`config.mk`:
```
export PLATFORM = sky130hd
export DESIGN_NAME = alu_accum_seq
export DESIGN_NICKNAME = d
export VERILOG_FILES = /design/src/rtl/alu_accum_seq.sv
export SDC_FILE = /design/constraint.sdc
export NUM_CORES = 1
export LEC_CHECK = 0
export BUFFER_PORTS_ARGS = -buffer_cell sky130_fd_sc_hd__buf_4
export CAP_MARGIN = 10
export CORE_UTILIZATION = 45
export DETAILED_ROUTE_END_ITERATION = 16
export PLACE_DENSITY = 0.71
export SLEW_MARGIN = 25
export SYNTH_ARGS = -nofsm -noshare
export SYNTH_HDL_FRONTEND = slang
export SYNTH_SLANG_ARGS = --single-unit
```
`constraint.sdc`:
```
create_clock -name clk -period 2.6 [get_ports clk]
set_input_delay 0.13 -clock clk [delete_from_list [all_inputs] [get_ports clk]]
set_output_delay 0.13 -clock clk [all_outputs]
set_load 0.02 [all_outputs]
```
`src/rtl/alu_accum_seq.sv`:
```
// Sequential accumulator ALU: one-hot mode/op select, start/busy/done FSM.
// Define ALU_SATURATE_EN to clamp ADD/MUL overflow to all-ones, SUB borrow to 0.
module alu_accum_seq #(
  parameter int               WIDTH     = 8,
  parameter logic [WIDTH-1:0] RESET_VAL = '0
) (
  input  logic             clk,
  input  logic             rst,
  input  logic             on,
  input  logic             start,
  input  logic [2:0]       in_sel,
  input  logic [6:0]       out_sel,
  input  logic [WIDTH-1:0] num1,
  input  logic [WIDTH-1:0] num2,
  output logic [WIDTH-1:0] out,
  output logic             ovf,
  output logic             busy,
  output logic             done,
  output logic [1:0]       curr_state,
  output logic [1:0]       next_state
);

  localparam logic [1:0] OFF  = 2'b00;
  localparam logic [1:0] IDLE = 2'b01;
  localparam logic [1:0] EXEC = 2'b10;
  localparam logic [1:0] DONE = 2'b11;

  localparam int CW = $clog2(WIDTH);

  logic [1:0]         state_q;
  logic [1:0]         state_d;
  logic [WIDTH-1:0]   out_q;
  logic               ovf_q;
  logic [WIDTH-1:0]   a_q;
  logic [WIDTH-1:0]   b_q;
  logic               rmode_q;
  logic [6:0]         op_q;
  logic [2*WIDTH-1:0] prod_q;
  logic [2*WIDTH-1:0] mcand_q;
  logic [WIDTH-1:0]   mplier_q;
  logic [CW-1:0]      cnt_q;

  logic               in_ok;
  logic               op_ok;
  logic               is_mul;
  logic               exec_last;
  logic [WIDTH-1:0]   a_sel;
  logic [2*WIDTH-1:0] prod_nx;
  logic [WIDTH:0]     sum;
  logic [WIDTH:0]     diff;
  logic [WIDTH-1:0]   res;
  logic               res_ovf;

  assign in_ok = (in_sel == 3'b100) ||
                 (in_sel == 3'b010) ||
                 (in_sel == 3'b001);

  assign op_ok = (op_q != 7'd0) &&
                 ((op_q & (op_q - 7'd1)) == 7'd0);

  assign is_mul    = !rmode_q && op_ok && op_q[6];
  assign exec_last = !is_mul || (cnt_q == CW'(WIDTH - 1));

  assign a_sel = in_sel[1] ? num1 : out_q;

  // One shift-add step; on the last step this is the full product.
  assign prod_nx = prod_q + (mplier_q[0] ? mcand_q : '0);

  assign sum  = {1'b0, a_q} + {1'b0, b_q};
  assign diff = {1'b0, a_q} - {1'b0, b_q};

  always_comb begin
    state_d = state_q;
    if (!on) begin
      state_d = OFF;
    end else begin
      unique case (state_q)
        OFF:  state_d = IDLE;
        IDLE: if (start && in_ok) state_d = EXEC;
        EXEC: if (exec_last) state_d = DONE;
        DONE: state_d = IDLE;
      endcase
    end
  end

  always_comb begin
    res     = out_q;
    res_ovf = 1'b0;
    if (rmode_q) begin
      res = RESET_VAL;
    end else if (op_ok) begin
      unique case (1'b1)
        op_q[6]: begin
          res     = prod_nx[WIDTH-1:0];
          res_ovf = |prod_nx[2*WIDTH-1:WIDTH];
        end
        op_q[5]: {res_ovf, res} = sum;
        op_q[4]: begin
          res     = diff[WIDTH-1:0];
          res_ovf = diff[WIDTH];
        end
        op_q[3]: res = a_q & b_q;
        op_q[2]: res = a_q | b_q;
        op_q[1]: res = a_q ^ b_q;
        op_q[0]: res = ~a_q;
        default: ;
      endcase
    end
`ifdef ALU_SATURATE_EN
    if (res_ovf) res = op_q[4] ? '0 : '1;
`endif
  end

  always_ff @(posedge clk) begin
    if (rst) begin
      state_q  <= OFF;
      out_q    <= '0;
      ovf_q    <= 1'b0;
      a_q      <= '0;
      b_q      <= '0;
      rmode_q  <= 1'b0;
      op_q     <= '0;
      prod_q   <= '0;
      mcand_q  <= '0;
      mplier_q <= '0;
      cnt_q    <= '0;
    end else begin
      state_q <= state_d;
      if (state_q == IDLE && state_d == EXEC) begin
        a_q      <= a_sel;
        b_q      <= num2;
        rmode_q  <= in_sel[2];
        op_q     <= out_sel;
        prod_q   <= '0;
        mcand_q  <= {{WIDTH{1'b0}}, a_sel};
        mplier_q <= num2;
        cnt_q    <= '0;
      end else if (state_q == EXEC) begin
        prod_q   <= prod_nx;
        mcand_q  <= mcand_q << 1;
        mplier_q <= mplier_q >> 1;
        cnt_q    <= cnt_q + CW'(1);
        // An abort (on=0) leaves the accumulator untouched.
        if (state_d == DONE) begin
          out_q <= res;
          ovf_q <= res_ovf;
        end
      end
    end
  end

  assign out        = out_q;
  assign ovf        = ovf_q;
  assign busy       = (state_q == EXEC);
  assign done       = (state_q == DONE);
  assign curr_state = state_q;
  assign next_state = state_d;

endmodule

```
==> metrics.md, run 1 <==
| Metric | Value |
|---|---|
| Status | finished with violations |
| Failing checks | negative setup slack |
| Type of origin of the critical path | flop |
| Final wirelength | 13.8 mm |
| CTS tree | built |
| Final setup TNS | -0.482 ns |
| Nets | 788 |
| Cells after Synth | 624 |
| Dpl ws | -0.333 ns |
| Clock sink count | 78 |
| Clk_lat worst skew | 0.35 ns |
| Final core occ | 59.2% |
| Avg Vias per Cell | 5.59 |
| ANT nets after route | 0 |
| Sequential share of the synthesized area | 30.4% |
| Share of layout cells above drive strength 1 | 24.3% |
| Hold_ws | 0.0272 ns |
| Worst slew pin tran | 0.729 ns |
| CP top delay family | compound AO/OA/AOI/OAI gates |
| Mapped Avg Cell Area | 8.24 sq um |
| CTS buffer count | 9 |
| Io pins | 45 |
| Final GP Congestion | 0.921 |
| Worst Skew | 0.00436 ns |
| Core Area | 11,000 sq um |
| Mapped Area | 5140 sq um |
| Final Hold Vio Count | 0 |
| Min-delay worst type | primary input to flop |
| Via count | 4,781 |
| Area growth syn-to-layout | 26.5% |
| Buf/Inv on CP | 0 |
| Worst setup margin | -0.338 ns |
| DRC viols | 0 |
| Die height | 109 um |
| Power density over the cells | 411 nW/um^2 |
| H-tree Lvls | 3 |
| Initial core utilization | 46.8% |
| Post-CTS Hold Fix Bufs | 0 |
| CP dominant cell by count | a21o_1 |
| Synth Net Count | 702 |
| #FFs+latches synth | 78 |
| Max incr delay on CP | 0.36 ns |
| CP max stage cell | dfxtp_4 |
| Starting DRC count in detailed routing | 195 |
| Asr flop ratio synth | 0% |
| Cell taking the most area after synthesis | dfxtp_1 |
| GRT overflow | 0 |
| Core Rows | 38 |
| Drt wl/cell | 16.1 um |
| Number of different library cells in the post-synthesis netlist | 58 |
| CP max FO | 7 |
| Tcrit/Tclk final | 113% |
| GRT Util Overall | 23.8% |
| Largest net degree at the start of global routing | 57 |
| N_diodes | 0 |
| Yosys warns | 0 |
| Die width | 109 um |
| CP endpoint kind | flop |
| Commonest cells after routing, fill and taps aside | 108 x buf_4, 75 x dfxtp_1, 69 x nand2_1 |
| Max cap viols | 0 |
| Leakage | 0.00276 uW |
| First-pass iteration count of the detailed router | 5 |
| CTS Buffer Depth | 2 |
| Initial antenna violation count | 0 |
| Clock slew at reported path FFs | 0.06 ns |
| Dpl hpwl | 9.94 mm |
| Post-synth top area share | 30.4% |
| Buffers on Ports | 44 |
| Vias in the first global route | 4,516 |
| Number of synthesized flops with an enable pin | 0 |
| Max Fclk | 340 MHz |
| Slew Viols, Final | 0 |
| Crit-path cells | and2_4, ha_4, fa_2, a21o_1, a221oi_4, o311ai_4, a21o_1, a211o_1, a22o_1, o41ai_2, a21oi_1 |
| First-pass GRT wire length | 21.7 mm |
| Root Driver | clkbuf_16 |
| Commonest non-fill, non-tap cell in the layout | buf_4 |
| Area contributors post-synth | dfxtp_1 30%, ha_1 11%, mux2i_1 5.8% |
| Slew Limit Headroom | 51.4% |
| Unrepaired setup endpoints after global routing | true |
| Critical path data required time | 2.81 ns |
| Final setup violation count | 3 |
| Die area | 11,900 sq um |
| Peak supply drop | 0.420 mV |
| Min Tclk post-route | 2.94 ns |
| Critical path class | flop to flop |
| Synth Flop Type | dfxtp_1 |
| CP arrival | 3.15 ns |
==> through the flow <==
step	area, sq um	power, uW	std cells
global route	6500	2780	855
finish	6500	2670	855
detailed placement	5970	1500	833
global placement	5970	1490	833
CTS	6310	2700	850
floorplan	5150	1400	624
==> registers in the layout, summed over array words and instances (netlist names) <==
| name | count |
|---|---|
| curr_state | 2 |
| ovf | 1 |
| b_q | 8 |
| mcand_q | 16 |
| a_q | 8 |
| op_q | 7 |
| mplier_q | 8 |
| rmode_q | 1 |
| out | 8 |
| cnt_q | 3 |
| prod_q | 16 |
==> worst min-delay path: stages <==
cell	delay [ns]
buf_4	0.11
nand2_1	0.05
a21oi_1	0.05
==> per-layer routing <==
layer  wire, um  GRT usage (%)  part of all wire [%]
met5          0              0                     0
met4        420           9.27                   3.0
met3        505           5.98                   3.7
met2       7000           41.3                    51
met1       5860           27.9                    43
==> Yosys cell counts (4+ instances only) <==
cell type,count
inv_1,31
nor3_1,10
o31ai_1,4
a211oi_1,27
clkbuf_1,28
a221oi_1,8
nand3b_1,4
o22ai_1,4
nand3_1,5
xor2_1,4
o21ai_0,17
buf_1,4
nor2_1,58
or4_1,4
mux2i_1,30
ha_1,45
nor2b_1,16
a21o_1,7
mux2_2,8
dfxtp_1,78
a21oi_1,50
xnor2_1,21
a31oi_1,6
o21a_1,4
and2_1,19
nand2_1,69
a211o_1,5
and3_1,4
o211ai_1,5
o21bai_1,7
==> what timing repair did <==
item / CTS / global route
setup buffers: 1 / 5
gates cloned: 0 / 0
endpoints found under the setup margin: 6 / 10
resized for setup: 8 / 33
pin swaps: 5 / 20
==> path summary, 6_finish.rpt <==
| check | from | to | slack (ns) | cells past startpoint |
|---|---|---|---|---|
| setup / recovery | mplier_q[0]$_SDFFE_PP0P_ | ovf$_SDFFE_PP0P_ | -0.34 | 11 |
| hold / removal | out_sel[4] | op_q[4]$_SDFFE_PP0N_ | 0.03 | 3 |
| setup reg to reg | mplier_q[0]$_SDFFE_PP0P_ | ovf$_SDFFE_PP0P_ | -0.34 | 11 |
| hold reg to reg | out[1]$_SDFFE_PP0P_ | out[1]$_SDFFE_PP0P_ | 0.47 | 2 |
==> kinds of logic after synthesis <==
kind of cell               count (synthesis)  synth area share, %
DFF                                       78                 30.4
muxes                                     38                 7.59
adders and majority gates                 48                 12.1
and+or+nand+nor                          199                 18.1
buffers and inverters                     67                 5.04
AOI/OAI and AO/OA                        169                 22.6
xor gates and xnor gates                  25                 4.26
==> where the power goes <==
group	leakage, uW	switching [uW]	internal (uW)
combinational	0.00200	139	114
sequential	0.000631	12.6	1210
clock	0.000130	546	657
==> layout make-up <==
| type | instances | area [sq um] |
|---|---|---|
| Clock buffer | 9 | 225 |
| Tap cell | 140 | 175 |
| Clock inverter | 7 | 60.1 |
| Multi-Input combinational cell | 479 | 3510 |
| Sequential cell | 78 | 1570 |
| Inverter | 31 | 116 |
| Timing Repair Buffer | 111 | 845 |
| Fill cell | 986 | 4480 |
Note: power is estimated with default switching activity, not from simulation.
==> run 2: changes to the inputs <==
Settings changed: ABC_AREA set to 1.
==> run 2 against run 1 <==
  * The run ends with design-rule violations left
  * Flip-flop and latch count did not move
  * Utilization fell by 5.3 points
  * Clock skew increased by 0.0027 ns
  * Largest cell class unchanged
==> metrics.md, run 2 <==
| Metric | Value |
|---|---|
| Starting DRC count in detailed routing | 438 |
| Synth Net Count | 910 |
| Peak supply drop | 0.293 mV |
| Final Hold Vio Count | 0 |
| Power density over the cells | 454 nW/um^2 |
| CTS tree | built |
| Critical path startpoint | op_q[3]$_SDFFE_PP0N_ |
| Combinational Power Share | 9.5% |
| Status | finished with violations |
| Die area | 12,500 sq um |
| Finished Layout Cells | 1,021 |
| Worst Skew | 0.00702 ns |
| Max Fclk | 421 MHz |
| H-tree Lvls | 3 |
| Via count | 5,448 |
| Setup bufs post-CTS | 0 |
| Worst R2R Setup Slack | 0.22 ns |
| Synth Flop Type | dfxtp_1 |
| Final wirelength | 15.1 mm |
| Vias in the first global route | 4,899 |
| Nets | 951 |
| Yosys warns | 0 |
| Top Registers | mcand_q (16), prod_q (16) |
| Clock slew at reported path FFs | 0.06 ns |
| First-pass GRT wire length | 25.0 mm |
| Number of synthesized flops with an enable pin | 0 |
| Sequential share of the synthesized area | 28.8% |
| Worst r2r dst | a_q[1]$_SDFFE_PP0N_ |
| Type of origin of the critical path | flop |
| CTS Buffer Depth | 2 |
| Asr flop ratio synth | 0% |
| Top-count cell post-synth | nand2_1 |
| CP max stage cell | dfxtp_1 |
| Synth cell count leaders | 213 x nand2_1, 115 x inv_1, 85 x nor2_1 |
| Failing checks | design-rule violations |
| Initial antenna violation count | 0 |
| CP endpoint kind | flop |
| Dpl hpwl | 11.3 mm |
| Max cap viols | 0 |
| Cells after Synth | 832 |
| Commonest non-fill, non-tap cell in the layout | nand2_1 |
| P_int | 2110 uW |
| Mapped Avg Cell Area | 6.51 sq um |
| Tcrit/Tclk final | 91.4% |
| Post-synth top area share | 28.8% |
| Root Driver | clkbuf_16 |
| Critical path class | flop to flop |
| Cell taking the most area after synthesis | dfxtp_1 |
| Leakage | 0.00307 uW |
| Worst reg2reg startpoint | op_q[3]$_SDFFE_PP0N_ |
| N_diodes | 0 |
| Area growth syn-to-layout | 15.1% |
| Commonest cells after routing, fill and taps aside | 213 x nand2_1, 115 x inv_1, 85 x nor2_1 |
| Core Area | 11,600 sq um |
| DRC viols | 1 |
| Final core occ | 53.9% |
| CTS buffer count | 9 |
| Share of layout cells above drive strength 1 | 11.2% |
| Largest net degree at the start of global routing | 44 |
| Max incr delay on CP | 0.52 ns |
| Slew Viols, Final | 0 |
| Min-delay worst type | primary input to flop |
| Die height | 112 um |
| Final GP Congestion | 0.926 |
| GRT Util Overall | 25.0% |
| Critical Path End | a_q[1]$_SDFFE_PP0N_ |
| Final setup violation count | 0 |
| Critical path data required time | 2.86 ns |
| Drt wl/cell | 14.8 um |
| GRT overflow | 0 |
| Core Rows | 39 |
| Placed cell areas | 5910 sq um |
| Final instance area | 6230 sq um |
| Sw frac | 25.4% |
| Worst slew pin tran | 0.557 ns |
| Buffers on Ports | 44 |
| Clock Power Share | 47.5% |
| Io pins | 45 |
| CP max FO | 11 |
| Min Tclk post-route | 2.38 ns |
| Die width | 112 um |
| Post-cts sizing count | 0 |
| Number of different library cells in the post-synthesis netlist | 39 |
| First-pass iteration count of the detailed router | 12 |
| Area contributors post-synth | dfxtp_1 29%, nand2_1 15%, ha_1 10% |
| Mapped Area | 5410 sq um |
| Clk_lat worst skew | 0.34 ns |
| Avg Vias per Cell | 5.34 |
| Placed Cells | 1,005 |
| Crit-path cells | inv_2, nand2_1, nor2_1, nand2_1, nand3_1, nor2_2, nand4_1, nand2_1, nand2_2, nand2_4, nand3_4, inv_2, nand3_1, o21ai_0 |
| Slew Limit Headroom | 62.8% |
| ANT nets after route | 0 |
| Unrepaired setup endpoints after global routing | false |
| #FFs+latches synth | 78 |
| Final setup TNS | 0 ns |
| R2R depth | 14 |
| CP arrival | 2.64 ns |
| Initial core utilization | 46.8% |
| Post-CTS Hold Fix Bufs | 0 |
| Clock sink count | 78 |
| Sw power | 719 uW |
| CP dominant cell by count | nand2_1 |
| Seq pwr share | 43.0% |
run 2: cell families (layout without fill, tap and decap cells):
| group | Yosys count | in the layout | synth area share (%) |
|---|---|---|---|
| DFF | 78 | 78 | 28.8 |
| and+or+nand+nor | 392 | 392 | 31.2 |
| xor gates and xnor gates | 10 | 10 | 1.62 |
| AOI/OAI and AO/OA | 151 | 151 | 15.5 |
| adders and majority gates | 48 | 48 | 11.5 |
| buffers and inverters | 153 | 199 | 11.3 |
run 2: critical path, delay by kind of cell, from the launching register on:
kind | cells | cell delay (ns)
flip-flops | 1 | 0.52
AO/OA/AOI/OAI | 1 | 0.15
buffers and inverters | 2 | 0.40
AND/OR/NAND/NOR | 11 | 1.25
run 2: worst min path at each step:
stage,start,endpoint,slack [ns],depth (start not counted)
6_report,out_sel[6],op_q[6]$_SDFFE_PP0N_,0.06,3
5_1_grt,out_sel[6],op_q[6]$_SDFFE_PP0N_,0.06,3
4_1_cts,out_sel[6],op_q[6]$_SDFFE_PP0N_,0.06,3
3_5_place_dp,out_sel[6],op_q[6]$_SDFFE_PP0N_,0.41,3
3_3_place_gp,out_sel[6],op_q[6]$_SDFFE_PP0N_,0.42,3
2_1_floorplan,out_sel[6],op_q[6]$_SDFFE_PP0N_,0.27,2
run 2: power by group through the flow:
stage / Combinational, uW / Sequential [uW] / Clock [uW]
6_report: 268 / 1220 / 1350
5_1_grt: 292 / 1220 / 1410
4_1_cts: 264 / 1220 / 1360
3_5_place_dp: 261 / 1240 / 0
3_3_place_gp: 262 / 1240 / 0
2_1_floorplan: 161 / 1240 / 0
run 2: area by class of cell:
cell class                      instances  area (sq um)
Multi-Input combinational cell        601          3240
Tap cell                              143           179
Clock inverter                          5          65.1
Inverter                              121           454
Clock buffer                           11           253
Timing Repair Buffer                   62           478
Fill cell                            1097          5330
Sequential cell                        78          1570
run 2: routing by layer:
layer	vias up	GRT usage, %	share of wire [%]
met1	2427	38.2	50
li1	2787	-	-
met3	23	3.59	8.2
met2	211	35.2	40
met5	-	0	0
met4	0	9.10	1.9
run 2: stage by stage:
| stage | setup slack [ns] | power, uW | hold slack, ns |
|---|---|---|---|
| global placement | 0.154 | 1510 | 0.416 |
| floorplan | 0.286 | 1400 | 0.273 |
| finish | 0.222 | 2830 | 0.0590 |
| CTS | 0.116 | 2840 | 0.0561 |
| detailed placement | 0.129 | 1510 | 0.413 |
| global route | 0.0342 | 2920 | 0.0631 |
